$ cat src/rtl/color_show_pkg.sv
// Shared definitions for the colour-show configuration scheduler:
// UART command bytes, scheduler FSM states and the default pattern width.
package color_show_pkg;

   localparam int DEF_PAT_W = 3;

   localparam logic [7:0] BYTE_H = 8'h48;
   localparam logic [7:0] BYTE_V = 8'h56;
   localparam logic [7:0] BYTE_U = 8'h55;
   localparam logic [7:0] BYTE_E = 8'h45;
   localparam logic [7:0] BYTE_R = 8'h52;

   typedef enum logic [1:0] {
      ST_IDLE,
      ST_WAIT_FRAME,
      ST_APPLY
   } state_e;

   typedef enum logic [2:0] {
      CMD_H,
      CMD_V,
      CMD_U,
      CMD_E,
      CMD_R
   } cmd_e;

   typedef struct packed {
      logic valid;
      cmd_e cmd;
   } dec_t;

   // Unknown bytes decode as invalid and are dropped without occupying the slot.
   function automatic dec_t decode_byte(input logic [7:0] b);
      dec_t d;
      d.valid = 1'b1;
      d.cmd   = CMD_H;
      case (b)
         BYTE_H:  d.cmd = CMD_H;
         BYTE_V:  d.cmd = CMD_V;
         BYTE_U:  d.cmd = CMD_U;
         BYTE_E:  d.cmd = CMD_E;
         BYTE_R:  d.cmd = CMD_R;
         default: d.valid = 1'b0;
      endcase
      return d;
   endfunction

endpackage

$ cat src/rtl/edge_rise.sv
// Rising-edge detector: one-cycle pulse when level goes 0->1. The history
// register tracks the level through reset so a held input yields no pulse.
module edge_rise (
   input  logic clk,
   input  logic rst,
   input  logic level,
   output logic rise
);

   logic level_q;

   // NOTE: sequential state is written with <= so every flop samples pre-edge values.
   always_ff @(posedge clk) begin
      level_q <= level;
   end

   assign rise = level & ~level_q & ~rst;

endmodule

$ cat src/rtl/color_cfg_sched.sv
// Collects button and UART configuration requests and applies them once per
// frame, during vertical blank, with button requests taking priority.
module color_cfg_sched
   import color_show_pkg::*;
#(
   parameter int PAT_W = DEF_PAT_W
) (
   input  logic             clk,
   input  logic             rst,
   input  logic             HS,
   input  logic             VS,
   input  logic             DF_UART,
   input  logic             DF_VGA,
   input  logic             frame_start,
   input  logic             rx_valid,
   input  logic [7:0]       rx_data,
   output logic             rx_ready,
   output logic [PAT_W-1:0] h_pat,
   output logic [PAT_W-1:0] v_pat,
   output logic             src_uart,
   output logic             vga_en,
   output logic             cfg_strobe
);

   logic h_rise, v_rise, src_rise, en_rise;

   edge_rise u_edge_h   (.clk(clk), .rst(rst), .level(HS),      .rise(h_rise));
   edge_rise u_edge_v   (.clk(clk), .rst(rst), .level(VS),      .rise(v_rise));
   edge_rise u_edge_src (.clk(clk), .rst(rst), .level(DF_UART), .rise(src_rise));
   edge_rise u_edge_en  (.clk(clk), .rst(rst), .level(DF_VGA),  .rise(en_rise));

   state_e state_q, state_d;

   logic h_inc_q, v_inc_q, src_tgl_q, en_tgl_q;
   logic h_inc_d, v_inc_d, src_tgl_d, en_tgl_d;
   logic slot_full_q, slot_full_d;
   cmd_e slot_cmd_q, slot_cmd_d;

   logic             stage_valid_q;
   logic [PAT_W-1:0] stage_h_q, stage_v_q;
   logic             stage_src_q, stage_en_q;

   logic [PAT_W-1:0] new_h, new_v;
   logic             new_src, new_en;

   logic in_apply, rx_accept, slot_conflict, slot_apply;
   logic pend_q, pend_d;
   dec_t rx_dec;

   assign rx_ready  = ~slot_full_q & ~rst;
   assign rx_accept = rx_valid & rx_ready;
   assign rx_dec    = decode_byte(rx_data);
   assign in_apply  = (state_q == ST_APPLY);

   // A queued command waits a frame when a button flag targets the same field.
   // NOTE: every always_comb output gets a default first, so no latch is inferred.
   always_comb begin
      slot_conflict = 1'b0;
      unique case (slot_cmd_q)
         CMD_H:   slot_conflict = h_inc_q;
         CMD_V:   slot_conflict = v_inc_q;
         CMD_U:   slot_conflict = src_tgl_q;
         CMD_E:   slot_conflict = en_tgl_q;
         CMD_R:   slot_conflict = h_inc_q | v_inc_q;
         default: slot_conflict = 1'b0;
      endcase
   end

   assign slot_apply = in_apply & slot_full_q & ~slot_conflict;

   // Flags are all consumed in APPLY; an edge in that same cycle re-arms them.
   assign h_inc_d   = (h_inc_q   & ~in_apply) | h_rise;
   assign v_inc_d   = (v_inc_q   & ~in_apply) | v_rise;
   assign src_tgl_d = (src_tgl_q & ~in_apply) | src_rise;
   assign en_tgl_d  = (en_tgl_q  & ~in_apply) | en_rise;

   always_comb begin
      slot_full_d = slot_full_q;
      slot_cmd_d  = slot_cmd_q;
      if (slot_apply) begin
         slot_full_d = 1'b0;
      end
      if (rx_accept && rx_dec.valid) begin
         slot_full_d = 1'b1;
         slot_cmd_d  = rx_dec.cmd;
      end
   end

   assign pend_q = h_inc_q | v_inc_q | src_tgl_q | en_tgl_q | slot_full_q;
   assign pend_d = h_inc_d | v_inc_d | src_tgl_d | en_tgl_d | slot_full_d;

   always_comb begin
      state_d = state_q;
      unique case (state_q)
         ST_IDLE:       if (pend_q) state_d = ST_WAIT_FRAME;
         ST_WAIT_FRAME: if (frame_start) state_d = ST_APPLY;
         ST_APPLY:      state_d = pend_d ? ST_WAIT_FRAME : ST_IDLE;
         default:       state_d = ST_IDLE;
      endcase
   end

   always_comb begin
      new_h   = h_pat;
      new_v   = v_pat;
      new_src = src_uart ^ src_tgl_q;
      new_en  = vga_en ^ en_tgl_q;
      if (h_inc_q) new_h = h_pat + 1'b1;
      if (v_inc_q) new_v = v_pat + 1'b1;
      if (slot_apply) begin
         unique case (slot_cmd_q)
            CMD_H:   new_h   = h_pat + 1'b1;
            CMD_V:   new_v   = v_pat + 1'b1;
            CMD_U:   new_src = ~src_uart;
            CMD_E:   new_en  = ~vga_en;
            CMD_R: begin
               new_h = '0;
               new_v = '0;
            end
            default: ;
         endcase
      end
   end

   // New values are staged in APPLY and become visible one edge later,
   // together with cfg_strobe.
   always_ff @(posedge clk) begin
      if (rst) begin
         state_q       <= ST_IDLE;
         h_inc_q       <= 1'b0;
         v_inc_q       <= 1'b0;
         src_tgl_q     <= 1'b0;
         en_tgl_q      <= 1'b0;
         slot_full_q   <= 1'b0;
         slot_cmd_q    <= CMD_H;
         stage_valid_q <= 1'b0;
         stage_h_q     <= '0;
         stage_v_q     <= '0;
         stage_src_q   <= 1'b0;
         stage_en_q    <= 1'b1;
         h_pat         <= '0;
         v_pat         <= '0;
         src_uart      <= 1'b0;
         vga_en        <= 1'b1;
         cfg_strobe    <= 1'b0;
      end else begin
         state_q       <= state_d;
         h_inc_q       <= h_inc_d;
         v_inc_q       <= v_inc_d;
         src_tgl_q     <= src_tgl_d;
         en_tgl_q      <= en_tgl_d;
         slot_full_q   <= slot_full_d;
         slot_cmd_q    <= slot_cmd_d;
         stage_valid_q <= in_apply;
         if (in_apply) begin
            stage_h_q   <= new_h;
            stage_v_q   <= new_v;
            stage_src_q <= new_src;
            stage_en_q  <= new_en;
         end
         if (stage_valid_q) begin
            h_pat    <= stage_h_q;
            v_pat    <= stage_v_q;
            src_uart <= stage_src_q;
            vga_en   <= stage_en_q;
         end
         cfg_strobe <= stage_valid_q;
      end
   end

endmodule

$ cat config.mk
export PLATFORM = sky130hd
export DESIGN_NAME = color_cfg_sched
export DESIGN_NICKNAME = d
export VERILOG_FILES = /design/src/rtl/color_show_pkg.sv /design/src/rtl/edge_rise.sv /design/src/rtl/color_cfg_sched.sv
export SDC_FILE = /design/constraint.sdc
export NUM_CORES = 1
export LEC_CHECK = 0
export ABC_AREA = 1
export ABC_CLOCK_PERIOD_IN_PS = 2100
export BUFFER_PORTS_ARGS = -buffer_cell sky130_fd_sc_hd__buf_2
export CAP_MARGIN = 25
export CORE_MARGIN = 5
export CORE_UTILIZATION = 35
export CTS_CLUSTER_DIAMETER = 150
export DETAILED_ROUTE_END_ITERATION = 8
export GPL_ROUTABILITY_DRIVEN = 1
export PLACE_DENSITY = 0.54
export SYNTH_ARGS = -nofsm -noshare
export SYNTH_HDL_FRONTEND = slang
export SYNTH_SLANG_ARGS = --single-unit
$ cat constraint.sdc
create_clock -name clk -period 2.1 [get_ports clk]
set_input_delay 0.105 -clock clk [delete_from_list [all_inputs] [get_ports clk]]
set_output_delay 0.105 -clock clk [all_outputs]
set_load 0.005 [all_outputs]
# Word-level counts from Yosys, hierarchy flattened
# Cells that the tools add are included.
# totals
ff_bits,32
# classes
mux,19
n_bitwise,40
eq_ne,13
reduce_logical,5
addsub,2
# ops
operator,count
== test 8 x 7 -> 1 bit (second input constant),5
bitwise AND 1 bit,16
2-to-1 mux 3 bit,4
OR 1 bit,12
one-hot mux 3 bit (2 select lines),2
one-hot mux 3 bit (4 select lines),1
NOT 1 bit,10
2-to-1 mux 1 bit,8
adder 3 x 1 -> 3 bit (second input constant),2
== test 3 x 2 -> 1 bit (second input constant),2
one-hot mux 2 bit (3 select lines),1
one-hot mux 1 bit (5 select lines),1
OR reduction 5 bit,1
2-to-1 mux 2 bit,2
!= test 2 bit (second input constant),2
== test 3 x 1 -> 1 bit (second input constant),1
== test 3 bit (second input constant),1
logical NOT 3 bit,1
== test 2 x 1 -> 1 bit (second input constant),1
== test 2 bit (second input constant),1
logical NOT 2 bit,1
AND reduction 2 bit,1
XOR 1 bit,2
logical AND 1 bit,1

# Longest topological paths before layout
# Gate-level depths: netlist (run 1).
# depth
word_depth,10
depth_mapped,11
depth_no_buf,11

# Modules after synthesis
# From an unflattened synthesis (run 1), not the netlist that was laid out.
# hier_totals
hier_cells,268
hier_area_um2,1725.4
# by_module_without_submodules
mod,n_inst,cells_each,area_per_inst_um2
color_cfg_sched,1,252,1590.3
edge_rise,4,4,33.8

# Least setup slack after synthesis (run 1)
# Ideal clock, no wire load.
# synth_path
path_type,reg2reg
from,register state_q[1]
to,register state_q[0]
required_time_ns,1.988
setup_time_ns,0.112
synth_period_minus_slack_ns,1.248
n_path_buf,0
arrival_time_ns,1.135
setup_slack_ns,0.852
stages_incl_launch_ff,10
path_cell_list,dfxtp_1 -> nand2_4 -> clkinv_4 -> nand2_2 -> nor2_8 -> nand3_4 -> nand2_2 -> nand3_1 -> nand2_1 -> nand2_1
# synth_between
elab_chain_len,10
word_cells_on_any_way,25
# synth_rtl
item,line_no,source
from (decl),color_cfg_sched.sv:32,"state_e state_q, state_d;"
from (signal assigned),color_cfg_sched.sv:146,state_q <= state_d;
== test 2 bit,"color_cfg_sched.sv:53, color_cfg_sched.sv:94",
NOT 1 bit,-,
"bitwise AND 1 bit, on equally long branches","color_cfg_sched.sv:72, color_cfg_sched.sv:73",
"OR 1 bit, on equally long branches","color_cfg_sched.sv:72, color_cfg_sched.sv:73",
OR 1 bit (4 in a row),color_cfg_sched.sv:90,assign pend_d = h_inc_d | v_inc_d | src_tgl_d | en_tgl_d | slot_full_d;
2-to-1 mux 1 bit,color_cfg_sched.sv:97,ST_APPLY: state_d = pend_d ? ST_WAIT_FRAME : ST_IDLE;
one-hot mux 2 bit (3 select lines),color_cfg_sched.sv:94,unique case (state_q)
# Parallel ways exist; a longest one is shown, timed or not.
# A chain may end at the register's enable or synchronous reset.

# Worst setup path in the final report (run 1)
# layout_path
from,register state_q[1]
to,register stage_src_q
# layout_between
elab_chain_len,4
# layout_rtl
item,line_no,source
== test 2 bit (*),color_cfg_sched.sv:53,assign in_apply = (state_q == ST_APPLY);
bitwise AND 1 bit (2 in a row),color_cfg_sched.sv:69,assign slot_apply = in_apply & slot_full_q & ~slot_conflict;
2-to-1 mux 1 bit,color_cfg_sched.sv:109,if (slot_apply) begin
to (signal assigned),color_cfg_sched.sv:157,stage_src_q <= new_src;
to (decl),color_cfg_sched.sv:41,"logic stage_src_q, stage_en_q;"
# Mark *: on every way between the ends. The rest lies on a longest branch, timed or not.

==> impl_metrics.json, run 1 <==
{
  "whs_endpoint": "state_q[1]",
  "startpoint": "state_q[1]",
  "io_buffers": 25,
  "fmax_mhz": 664,
  "power_density_nw_per_um2": 682,
  "cts.path.max_buffers": 2,
  "holdWs_ns": 0.0683,
  "grt-ovfl-total": 0,
  "syn_area_um2": 1770,
  "drv_slew": 0,
  "die_w_um": 81.0,
  "postCtsSetupRepairBufs": 0,
  "worst_r2r_endpoint": "stage_src_q",
  "antenna_cells": 0,
  "cp-end-kind": "flop",
  "dr.pass1.iters": 4,
  "clkTransAtPathRegs_ns": 0.07,
  "min_period_over_period": 0.717,
  "fin_tns_setup_ns": 0,
  "final_common_cell": "nand2_1",
  "layout_common_cells": "nand2_1 (74), nor2_1 (49), dfxtp_1 (32), nand3_1 (30), inv_1 (29)",
  "slew_headroom": 0.721,
  "run_status": "completed",
  "ys_warn_count": 0,
  "grt_usage": 0.137,
  "vias": 1715,
  "area_growth_syn_to_layout_pct": 18.8,
  "clock-sinks": 32,
  "chipHeight_um": 81.0,
  "r2r_cells": 9,
  "viasPerCell": 4.55,
  "multi_input_area_um2": 960,
  "start_util": 0.366,
  "clock_latency_ns": 0.28,
  "holdPathStages": 3,
  "io_pins": 26,
  "critPathKind": "reg2reg",
  "synth_area_per_cell_um2": 6.33,
  "fin_nets": 327,
  "r2r-start": "state_q[1]",
  "drive_gt1_frac": 0.168,
  "hold_viol": 0,
  "cts_tree": "done",
  "maxCapViolCount": 0,
  "syn_nets": 297,
  "ir_worst_vdd_uv": 363,
  "antenna_found_initial": 0,
  "root_buffer": "clkbuf_8",
  "synth-seq-area-share": 0.363,
  "skew_ns": 0.00310,
  "rsz0062_at_grt": "no",
  "num-fill-cells": 522,
  "core_um2": 4820,
  "fp-row-count": 25,
  "drtIter0Drc": 130,
  "dieArea_um2": 6560,
  "regArea_um2": 641,
  "synthCells": 279,
  "cts_buffers": 5,
  "hold_path.startpoint": "frame_start",
  "finalWeightedCongestion": 0.786,
  "drt_wl_total_mm": 4.00,
  "ys_ff_latch": 32,
  "grt_pass1_wl_mm": 7.03,
  "grt_pass1_vias": 1611,
  "dp_hpwl_mm": 2.94,
  "grt_start_max_net_pins": 23,
  "fin_crit_ns": 1.51,
  "min_path_type": "in2reg",
  "start_kind": "flop",
  "r2r_slack_ns": 0.59,
  "setup_viol": 0,
  "cp_max_fo": 16,
  "drc": 0,
  "fin_util": 0.435,
  "h-tree-depth": 2,
  "p_leak_nw": 1.03,
  "avgRoutedWirePerCell_um": 10.6,
  "cp_data_arrival_time_ns": 1.69,
  "required_ns": 2.29,
  "yosys.cell_types.count": 29,
  "worst_pin_slew_ns": 0.417,
  "drtAntennaViolNets": 0
}
-- routing by layer --
layer	vias up	track usage	wire length (um)
met5	-	0	0
met4	0	0.0541	94
met3	10	0.0344	131
met2	19	0.217	1780
met1	754	0.178	2000
li1	932	-	-
-- registers in the layout, indices dropped and copies added, names as in the netlist --
name	cells
stage_en_q	1
stage_valid_q	1
stage_h_q	3
h_inc_q	1
v_pat	3
vga_en	1
en_tgl_q	1
u_edge_en.level_q	1
v_inc_q	1
slot_cmd_q	3
u_edge_v.level_q	1
slot_full_q	1
u_edge_h.level_q	1
state_q	2
stage_v_q	3
cfg_strobe	1
u_edge_src.level_q	1
h_pat	3
stage_src_q	1
src_uart	1
src_tgl_q	1
-- Yosys cell counts, drive strengths merged --
cell,number,area share
a21oi,11,0.031
and2,2,0.0071
buf,3,0.0078
clkbuf,3,0.0064
clkinv,1,0.0050
dfxtp,32,0.36
ha,2,0.014
inv,35,0.074
nand2,80,0.18
nand3,31,0.095
nand4,1,0.0035
nor2,53,0.13
nor3,1,0.0028
nor4,2,0.0071
o21a,1,0.0043
o21ai,15,0.043
o22ai,1,0.0035
or2,2,0.0071
xnor2,1,0.0050
xor2,2,0.0099
-- cell families after synthesis --
group                    after synthesis  share of synthesized area
flip-flops                            32                      0.363
AO/OA/AOI/OAI                         28                     0.0815
adder cells (fa/ha/maj)                2                     0.0142
AND/OR/NAND/NOR                      172                      0.433
XOR/XNOR                               3                     0.0149
buffers and inverters                 42                     0.0935
-- where the power goes --
group | internal (mW) | switching, mW
Clock | 0.352 | 0.225
Sequential | 0.641 | 0.0288
Combinational | 0.0762 | 0.108
Total | 1.07 | 0.362
-- cell type report --
| cell class | count | area share |
|---|---|---|
| clock buffer | 6 | 0.0346 |
| clock inverter | 2 | 0.0167 |
| inverter | 36 | 0.0668 |
| multi-input combinational | 205 | 0.458 |
| sequential | 32 | 0.305 |
| tap | 67 | 0.0400 |
| timing repair buffer | 29 | 0.0788 |
-- per-stage QoR --
step / power (mW) / instances / setup slack, ns / cell area, um^2
global route: 1.51 / 377 / 0.412 / 2100
floorplan: 0.809 / 279 / 0.852 / 1770
CTS: 1.44 / 377 / 0.592 / 2100
detailed placement: 0.863 / 365 / 0.610 / 1950
finish: 1.43 / 377 / 0.594 / 2100
global placement: 0.863 / 365 / 0.625 / 1950
-- worst max-delay path, cell delays in order, from the launching register on --
cell and delay [ns]:
dfxtp_1 0.45, nand2_4 0.12, clkinv_4 0.13, nand2_2 0.10
nor2_8 0.17, nand3_4 0.16, nand2_1 0.09, nand3_1 0.09
nand2_1 0.07, inv_1 0.04
-- how the worst max path moves through the flow --
stage	endpoint	slack [ns]	cells past startpoint
finish	stage_src_q	0.59	9
floorplan	state_q[0]	0.85	9
global route	stage_v_q[2]	0.41	9
CTS	stage_src_q	0.59	9
global placement	state_q[0]	0.63	9
detailed placement	stage_src_q	0.61	9
-- timing repair --
action	in CTS	in global routing
hold buffers	4	0
resized for setup	0	0
hold endpoints to repair	4	0
endpoints found under the setup margin	0	0
No activity file was read; power rests on OpenSTA's default activity.
==> run 2, diff against run 1 <==
ABC_AREA = 0   (was 1)
ABC_CLOCK_PERIOD_IN_PS = 1600   (was 2100)
PLACE_DENSITY = 0.55   (was 0.54)
clock period = 1.6 ns   (was 2.1 ns; I/O delays follow)
==> run 2 against run 1 <==
Fmax down 4.0%. Highest routed layer unchanged. Critical path depth decreased by 5. Clock-buffer cell count unchanged. Core utilization grew 4.0 points. Wire length down 15%. Setup slack got worse by 0.56 ns. Global-route usage up 0.15 points. Critical endpoint is now state_q[0]. Die area decreased by 13%. First-iteration DRC count fell by 73%.
==> impl_metrics.json, run 2 <==
{
  "run_status": "completed",
  "fin_nets": 230,
  "min_period_over_period": 0.980,
  "clock_latency_ns": 0.27,
  "antenna_cells": 0,
  "clock_power_share": 0.378,
  "clock-sinks": 32,
  "synth_adder_area_share": 0.0166,
  "chipHeight_um": 75.6,
  "synth-compound-area-share": 0.179,
  "syn_nets": 184,
  "antenna_found_initial": 0,
  "post-synth-top-area-cell": "dfxtp_1",
  "ir_worst_vdd_uv": 577,
  "avgRoutedWirePerCell_um": 12.9,
  "fin_crit_ns": 1.57,
  "netSwitchingFraction": 0.235,
  "comb_power_share": 0.108,
  "synthCells": 166,
  "finalWeightedCongestion": 0.814,
  "r2r-start": "state_q[1]",
  "skew_ns": 0.00517,
  "grt_pass1_wl_mm": 6.20,
  "rsz0062_at_grt": "yes",
  "grt_start_max_net_pins": 14,
  "h-tree-depth": 2,
  "drc": 0,
  "drt_wl_total_mm": 3.38,
  "core_um2": 4090,
  "cp_data_arrival_time_ns": 1.73,
  "crit_path_end": "state_q[0]",
  "synth_ff_type": "dfxtp_1",
  "stdcell_count": 263,
  "yosysTopAreaCellShare": 0.426,
  "setup_viol": 0,
  "dieArea_um2": 5710,
  "synth_top_family_by_area": "simple AND/OR/NAND/NOR gates",
  "synth-xor-area-share": 0.0291,
  "grt_usage": 0.138,
  "p_leak_nw": 0.773,
  "synth_mux_area_frac": 0.0732,
  "r2r_cells": 4,
  "cts_tree": "done",
  "ys_warn_count": 0,
  "fin_util": 0.476,
  "grt-ovfl-total": 0,
  "viasPerCell": 5.07,
  "hold_viol": 0,
  "startpoint": "state_q[1]",
  "root_buffer": "clkbuf_8",
  "drtIter0Drc": 35,
  "cp_max_fo": 4,
  "synth_common_cells": "dfxtp_1 (32), nor2_1 (30), mux2i_1 (11)",
  "synth.most_common_cell": "dfxtp_1",
  "seqPwrFrac": 0.514,
  "required_ns": 1.76,
  "die_w_um": 75.6,
  "final_common_cell": "nor2_1",
  "worst_pin_slew_ns": 0.544,
  "fin_tns_setup_ns": 0,
  "synth_edf_count": 0,
  "ys_ff_latch": 32,
  "grt_pass1_vias": 1449,
  "drive_gt1_frac": 0.300,
  "cp-end-kind": "flop",
  "layout_common_cells": "nor2_1 (30), dfxtp_1 (29), buf_2 (25), buf_4 (19), mux2i_1 (11)",
  "synth.area.top_cells": "dfxtp_1 (43%), nor2_1 (7.5%), mux2i_1 (7.3%)",
  "vias": 1333,
  "cts.path.max_buffers": 2,
  "area_growth_syn_to_layout_pct": 29.3,
  "dp_hpwl_mm": 2.53,
  "start_kind": "flop",
  "min_path_type": "in2reg",
  "post-place-cells": 250,
  "syn_area_um2": 1500,
  "critPathKind": "reg2reg",
  "maxCapViolCount": 0,
  "power_density_nw_per_um2": 850,
  "worst_r2r_endpoint": "state_q[0]",
  "yosys.cell_types.count": 41,
  "drtAntennaViolNets": 0,
  "postLayoutCellArea_um2": 1940,
  "fmax_mhz": 637,
  "p_int_mw": 1.27,
  "dr.pass1.iters": 4,
  "placed_area_um2": 1780,
  "async_flop_share": 0,
  "r2r_slack_ns": 0.03,
  "synthSimpleGateAreaFrac": 0.235,
  "p_sw_mw": 0.388,
  "io_buffers": 25,
  "fin_total_pwr_mw": 1.65,
  "slew_headroom": 0.637,
  "io_pins": 26,
  "synth_area_per_cell_um2": 9.06,
  "cts_buffers": 5,
  "synth-seq-area-share": 0.426,
  "clkTransAtPathRegs_ns": 0.07,
  "hold_path.startpoint": "frame_start",
  "drv_slew": 0,
  "fp-row-count": 23,
  "start_util": 0.368
}
## run 2: worst min path at each step
stage                         endpoint  cells after the start
global placement    u_edge_src.level_q                      1
CTS                         state_q[1]                      2
finish                      state_q[1]                      2
floorplan            u_edge_en.level_q                      0
detailed placement   u_edge_en.level_q                      1
global route                state_q[1]                      2
## run 2: per-layer routing
layer | GRT usage | vias up | part of all wire
met3 | 0.0396 | 4 | 0.033
met1 | 0.168 | 626 | 0.47
met4 | 0.0408 | 0 | 0.0095
met2 | 0.238 | 20 | 0.49
met5 | 0 | - | 0
li1 | - | 683 | -
## run 2: final cells by class
cell class,instances,area [um^2]
timing repair buffer,48,308
clock inverter,2,10.0
clock buffer,6,82.6
multi-input combinational,120,818
tap,50,62.6
sequential,32,644
inverter,5,18.8
fill,409,2140
## run 2: kinds of logic (layout without fill, tap and decap cells)
| logic type | after synthesis | after routing |
|---|---|---|
| buf+inv | 14 | 61 |
| flops | 32 | 32 |
| compound gates | 35 | 35 |
| simple gates | 67 | 67 |
| fa+ha+maj | 2 | 2 |
| xor+xnor | 5 | 5 |
| mux | 11 | 11 |
## run 2: power by group through the flow
| stage | Sequential, mW | Combinational, mW | Clock, mW |
|---|---|---|---|
| after floorplan | 0.865 | 0.0953 | 0 |
| after global placement | 0.865 | 0.166 | 0 |
| after detailed placement | 0.867 | 0.168 | 0 |
| after CTS | 0.849 | 0.177 | 0.651 |
| after global routing | 0.853 | 0.204 | 0.687 |
| final | 0.850 | 0.179 | 0.624 |
## run 2: timing repair
action                                 in CTS  in global routing
endpoints found under the hold margin       4                  0
setup endpoints to repair                   3                  5
buffers inserted                            0                  1
pin swaps                                   1                  1
hold buffers                                4                  0
gates resized for setup                     3                  4
## run 2: critical path, cell delays in order, from the launching register on
cell and delay [ns]:
dfxtp_2 0.34, or4_1 0.55, o21ai_2 0.16, a21oi_1 0.06
or3_1 0.35
## run 2: through the flow
stage	hold WS [ns]	setup WS [ns]
2_1_floorplan	0.108	0.0639
3_3_place_gp	0.193	0.0265
3_5_place_dp	0.196	-0.0443
4_1_cts	0.0649	0.00000555
5_1_grt	0.0680	-0.0586
6_report	0.0701	0.0313
